### config.mk
export PLATFORM = sky130hd
export DESIGN_NAME = control_74hc165d
export DESIGN_NICKNAME = d
export VERILOG_FILES = /design/src/rtl/control_74hc165d.sv
export SDC_FILE = /design/constraint.sdc
export NUM_CORES = 1
export LEC_CHECK = 0
export ABC_AREA = 1
export CAP_MARGIN = 40
export CORE_MARGIN = 4
export CORE_UTILIZATION = 49
export DETAILED_ROUTE_END_ITERATION = 12
export PLACE_DENSITY = 0.77
export SYNTH_ARGS = -nofsm -noshare
export SYNTH_HDL_FRONTEND = slang
export SYNTH_SLANG_ARGS = --single-unit
export TNS_END_PERCENT = 100
### constraint.sdc
create_clock -name s_clk -period 1.3 [get_ports s_clk]
set_input_delay 0.39 -clock s_clk [delete_from_list [all_inputs] [get_ports s_clk]]
set_output_delay 0.39 -clock s_clk [all_outputs]
set_load 0.01 [all_outputs]
### src/rtl/control_74hc165d.sv
// Scan controller for a daisy-chained 74HC165 chain: load, clock WIDTH bits out, present one word.
// Optional CONTROL_74HC165D_DEBOUNCE_EN: publish a word only when two consecutive raw scans agree.
module control_74hc165d #(
  parameter int WIDTH   = 16,
  parameter int CLK_DIV = 4
) (
  input  logic             s_clk,
  input  logic             s_reset,
  input  logic             start,
  input  logic             serial_in,
  output logic             load_n,
  output logic             data_clock,
  output logic             busy,
  output logic             data_valid,
  output logic [WIDTH-1:0] data_word
);

  localparam int DIV_W = (CLK_DIV > 1) ? $clog2(CLK_DIV) : 1;
  localparam int BIT_W = $clog2(WIDTH);
  localparam logic [DIV_W-1:0] DIV_MAX  = DIV_W'(CLK_DIV - 1);
  localparam logic [BIT_W-1:0] BIT_LAST = BIT_W'(WIDTH - 1);

  typedef enum logic [1:0] {IDLE, LOAD, SHIFT_LO, SHIFT_HI} state_t;

  state_t           state_reg, state_next;
  logic [DIV_W-1:0] div_reg, div_next;
  logic [BIT_W-1:0] bitn_reg, bitn_next;
  logic [WIDTH-1:0] sr_reg, sr_next;
  logic             capture;
  logic             accept;

  always_ff @(posedge s_clk or negedge s_reset) begin
    if (!s_reset) begin
      state_reg <= IDLE;
      div_reg   <= '0;
      bitn_reg  <= '0;
      sr_reg    <= '0;
    end else begin
      state_reg <= state_next;
      div_reg   <= div_next;
      bitn_reg  <= bitn_next;
      sr_reg    <= sr_next;
    end
  end

  always_comb begin
    state_next = state_reg;
    div_next   = div_reg;
    bitn_next  = bitn_reg;
    sr_next    = sr_reg;
    capture    = 1'b0;
    case (state_reg)
      IDLE: begin
        if (start) begin
          state_next = LOAD;
          div_next   = DIV_MAX;
          bitn_next  = '0;
        end
      end
      LOAD: begin
        if (div_reg == '0) begin
          state_next = SHIFT_LO;
          div_next   = DIV_MAX;
        end else begin
          div_next = div_reg - 1'b1;
        end
      end
      SHIFT_LO: begin
        // Sample just before data_clock rises, so the chain's Q7 is still stable.
        if (div_reg == '0) begin
          sr_next    = {sr_reg[WIDTH-2:0], serial_in};
          state_next = SHIFT_HI;
          div_next   = DIV_MAX;
        end else begin
          div_next = div_reg - 1'b1;
        end
      end
      SHIFT_HI: begin
        if (div_reg == '0) begin
          if (bitn_reg == BIT_LAST) begin
            capture    = 1'b1;
            state_next = IDLE;
            div_next   = '0;
            bitn_next  = '0;
          end else begin
            bitn_next  = bitn_reg + 1'b1;
            state_next = SHIFT_LO;
            div_next   = DIV_MAX;
          end
        end else begin
          div_next = div_reg - 1'b1;
        end
      end
      default: state_next = IDLE;
    endcase
  end

`ifdef CONTROL_74HC165D_DEBOUNCE_EN
  logic [WIDTH-1:0] raw_reg;

  always_ff @(posedge s_clk or negedge s_reset) begin
    if (!s_reset) begin
      raw_reg <= '0;
    end else if (capture) begin
      raw_reg <= sr_reg;
    end
  end

  assign accept = capture && (sr_reg == raw_reg);
`else
  assign accept = capture;
`endif

  // Outputs are decoded from the next state so every pin is a plain flop.
  always_ff @(posedge s_clk or negedge s_reset) begin
    if (!s_reset) begin
      load_n     <= 1'b1;
      data_clock <= 1'b0;
      busy       <= 1'b0;
      data_valid <= 1'b0;
      data_word  <= '0;
    end else begin
      load_n     <= (state_next != LOAD);
      data_clock <= (state_next == SHIFT_HI);
      busy       <= (state_next != IDLE);
      data_valid <= accept;
      if (accept) begin
        data_word <= sr_reg;
      end
    end
  end

endmodule

# ---- Yosys cells after proc, flatten, opt, wreduce, memory -nomap -nowiden
# Cells that the tools add are included.
dict set report word_totals {
  word_cells 44
  regBits 44
  inputBits 4
}
dict set report classes {
  reduce_logical 7
  addsub 2
  eq_ne 8
  mux 18
}
# operator n
set op_table {}
lappend op_table {{$mux W2} 9}
lappend op_table {{$mux W4} 3}
lappend op_table {{$pmux W2 S4} 1}
lappend op_table {{$pmux W4 S2} 1}
lappend op_table {{$eq A2 B2 Y1 const B} 3}
lappend op_table {{$pmux W2 S3} 1}
lappend op_table {{$add A4 B1 Y4 const B} 1}
lappend op_table {{$eq A4 B4 Y1 const B} 1}
lappend op_table {{$logic_not A2 Y1} 2}
lappend op_table {{$ne A2 B2 Y1 const B} 2}
lappend op_table {{$reduce_bool A2 Y1} 2}
lappend op_table {{$mux W1} 3}
lappend op_table {{$reduce_and A3 Y1} 1}
lappend op_table {{$eq A2 B1 Y1 const B} 1}
lappend op_table {{$ne A2 B1 Y1 const B} 1}
lappend op_table {{$reduce_and A2 Y1} 1}
lappend op_table {{$reduce_or A2 Y1} 1}
lappend op_table {{$sub A2 B1 Y2 const B} 1}

# ---- Depth between registers and ports, before layout
dict set report depth {
  depth_word 5
  mapped_depth 9
  mapped_depth_nobuf 9
}

# ---- Least setup slack after synthesis
# Ideal clock, no wire load.
dict set report synth_path {
  path_type {reg2reg}
  from {register div_reg[0]}
  to {register sr_reg[14]}
  setup_ns 0.083
  required_ns 1.217
  path_buffers 1
  arrival_time_ns 1.190
  path_stages_with_launch 7
  period_less_slack_ns 1.272
  slack_ns 0.028
  path_cell_list {dfrtp_1 -> inv_1 -> ha_1 -> nand2_1 -> clkbuf_1 -> nand2_1 -> o21ai_0}
}
dict set report synth_via {
  elab_chain_len 2
}
# item line_no
set synth_lines {}
lappend synth_lines {{start: declaration} 26} ;# logic [DIV_W-1:0] div_reg, div_next;
lappend synth_lines {{start signal: assignment} 40} ;# div_reg <= div_next;
lappend synth_lines {{$logic_not A2 Y1} 70} ;# if (div_reg == '0) begin
lappend synth_lines {{$reduce_and A2 Y1 (no source line)} --}
lappend synth_lines {{end signal: assignment} 42} ;# sr_reg <= sr_next;
lappend synth_lines {{end: declaration} 28} ;# logic [WIDTH-1:0] sr_reg, sr_next;
# Every way passes these cells.
# A chain may end at the register's enable or synchronous reset.

# ---- Final worst setup path
dict set report layout_path {
  from {register load_n}
  to {output load_n}
}
# item line_no
set layout_lines {}
lappend layout_lines {{start: declaration} 11} ;# output logic load_n,
lappend layout_lines {{start signal: assignment} 123} ;# load_n <= (state_next != LOAD);
# No word-level cell between the ends.

==> run summary <==
Among cell families on the critical path, the largest total delay comes from flip-flops. Maximum resistive drop on vdd: 0.001333 V. For the sum of internal, switching and leakage power, the log shows 4.602 mW. The count of buffering cells on the critical path with inverters included was 1. Ranked by instance count, the synthesized netlist is headed by nand2_1 (62), dfrtp_1 (43), inv_1 (33). The portion of synthesized cell area occupied by the leading cell type is 0.5338. For this run the aggregate overflow at the end of global routing stands at 0. The reported max-cap violation count is 0, and the fraction of final layout cells sized beyond drive strength 1 is 0.4079. Counting every net in the synthesized netlist gives 236. TritonCTS buffer count: 5.

The critical path goes through buf_6. In the synthesized netlist, the number of instances is 223. The tools report the count of pins on the block boundary as 24. Setup slack closes at 0.004202 ns.

The HPWL after detailed placement is 2.523 mm. The number of port buffers was 23; the number of rows in the core area was 23. The tools report the initial standard-cell utilization of the core as 0.5039. Library cell occupying the most area in the post-synthesis netlist: dfrtp_1. Setup repair after global routing could not meet its margin everywhere. The kind of path behind the tightest hold check is in2async. For the number of routed nets with antenna violations, the log shows 0. The root buffer selected by CTS is clkbuf_8.

The share of flip-flops with an asynchronous set or reset is 1.000. The number of optimization iterations in the first detailed-route pass was 4; the net switching power of the design was 1.776 mW. The first global-routing pass estimated 6.534 mm of wire. The logs give 0.382 for the portion of total power attributed to sequential cells and 2.826 mW for the design internal power. The switching power as a share of total power works out to 0.3859.

The logs give 0 ns for the sum of negative setup slack and 1541 for the count of vias placed by the detailed router. The data required time at the worst endpoint is 0.91 ns. The total instance count after detailed placement was 305; the final critical-path required period was 1.296 ns. The slew at the pin closest to its max-slew limit came out at 0.2616 ns. Entering global routing, the biggest net connects 45 pins. The routed length per instance was 11.98 µm.

The final standard cell utilization of the core came out at 0.6716. Data arrives at the worst endpoint at 0.91 ns. The commonest register cell after synthesis is dfrtp_1. The width of the die was 72.14 µm. The slowest stage of the critical path is the dfstp_2 cell. STA classifies the critical path endpoint as an output port. Dividing total power by cell area gives a power density of 1713 nW/µm². In this run, distinct cell masters in the synthesized netlist total 18.

The net count of the finished layout is 290. Yosys instantiated no cell more often than nand2_1. The detailed router finished its first iteration with 58 violations. The number of standard cells in the layout, taps in and fillers out was 327; the clock edge transition at the registers on the reported setup and hold paths was 0.08 ns. The number of antenna diodes in the final layout is 0. The final critical-path share of the clock period is 0.9968, and the static leakage power is 1.330 nW.

The run gives 0.442 as the share of total power in combinational logic. The global placer's final weighted congestion came out at 0.8520. The die covers 5203 µm². The combined global-route utilization of all metal layers came out at 0.1599. For the maximum clock skew at final layout, the log shows 0.009423 ns.

TritonCTS built the clock tree. At the placement stage, the worst setup path has a slack of -0.1650 ns. The run finished with clean final reports. Setup violations remaining at the end of the flow were counted as 0.

The clock reaches the later pin of the worst-skew pair after 0.30 ns. In the routed design, unresolved DRC markers number 0. The register area share after synthesis came out at 0.5469.

For the clock share of power, the log shows 0.176. The final layout contains routed wiring with a total length of 3.916 mm. The die is 72.14 µm tall.

The H-tree was split into 2 levels. Counting along the longest clock path gives a buffer depth of 2. Synthesis inferred 44 register bits. The synthesized design contains 0 enable-type register cells. The region available for standard cell placement spans 4000 µm².

Headroom to the max-slew limit: 0.8238. The via count of the first global-routing pass is 1469, and the average cell area after synthesis is 9.039 µm². The largest stage delay on the critical path was 0.53 ns. In the post-synthesis netlist, the biggest area contributors are dfrtp_1 (53%), nand2_1 (12%), o21ai_2 (6.5%). The setup path with the least slack is of type reg2out. The final max-slew violation count came out at 0.

In the routed layout, each cell is associated on average with a via count of 4.713. Summing all placed instances gives a cell area of 2409 µm². For the number of endpoints with negative hold slack in the final report, the log shows 0. The startpoint of the worst-slack reg-to-reg timing path is state_reg[0]$_DFF_PN0_. The nature of the critical path startpoint was a flip-flop. The largest fanout of any net on the critical path works out to 1. The cell area after layout was 2686 µm².

The cell area that synthesis handed to floorplanning was 2016 µm². Hold timing on the final database bottoms out at a slack of 0.05320 ns. The run gives 44 as the number of sinks driven by the clock tree. The fmax is 771.7 MHz, and the number of antenna violations at the first check in global routing is 0. The area growth from synthesis to layout is 33.27%. For this run, the number of Yosys warnings is 0.

The critical path startpoint is load_n$_DFF_PN1_.
[path summary, 6_finish.rpt]
| path | end | slack, ns | depth (start not counted) |
|---|---|---|---|
| setup / recovery | load_n | 0.004 | 1 |
| hold reg to reg | data_word[7]$_DFFE_PN0P_ | 0.48 | 2 |
| setup reg to reg | busy$_DFF_PN0_ | 0.02 | 8 |
| hold / removal | sr_reg[4]$_DFFE_PN0P_ | 0.05 | 2 |
| min in group s_clk | data_word[7]$_DFFE_PN0P_ | 0.48 | 2 |
| max in group asynchronous | load_n$_DFF_PN1_ | 0.97 | 2 |
[final cells by class]
class	instances	area, µm²
clock buffers	5	68.82
clock inverters	2	12.51
fillers	337	1314
inverters	36	145.1
multi-input cells	137	893.4
flip-flops and latches	44	1105
well taps	50	62.56
repair buffers	53	399.1
[repair_timing]
action,in CTS,in global routing
hold buffers,0,0
gates resized for setup,78,54
setup endpoints to repair,51,54
pin swaps,2,12
setup buffers,8,7
[routing by layer]
metal | wire (µm) | global-route usage | vias up
met1 | 1679 | 0.2046 | 718
met5 | 0 | 0 | -
met2 | 1984 | 0.2659 | 28
li1 | - | - | 787
met3 | 187 | 0.04571 | 8
met4 | 65 | 0.04384 | 0
[kinds of logic (layout without fill, tap and decap cells)]
logic type | Yosys count | after routing | share of synthesized area
adder cells (fa/ha/maj) | 9 | 9 | 0.05587
buffers and inverters | 42 | 96 | 0.08938
AO/OA/AOI/OAI | 39 | 39 | 0.1248
flip-flops | 44 | 44 | 0.5469
AND/OR/NAND/NOR | 88 | 88 | 0.1788
XOR/XNOR | 1 | 1 | 0.004346
[cells in the final DEF (no fill, tap or decap), drive strengths merged, types with 2 or more instances in the layout]
| cell type | count |
|---|---|
| inv | 35 |
| buf | 49 |
| nor2 | 19 |
| o21ai | 34 |
| clkinv | 2 |
| a21oi | 5 |
| nand2 | 64 |
| clkdlybuf4s50 | 2 |
| clkbuf | 6 |
| dfrtp | 43 |
| ha | 9 |
| nand3 | 4 |
[power groups by stage]
stage,sequential [mW],clock [mW],combinational [mW]
CTS,1.71,0.827,1.56
finish,1.76,0.809,2.03
detailed placement,1.72,0,1.49
global placement,1.71,0,1.45
global route,1.78,0.878,2.29
floorplan,1.73,0,0.948
Note: power is estimated with default switching activity, not from simulation.
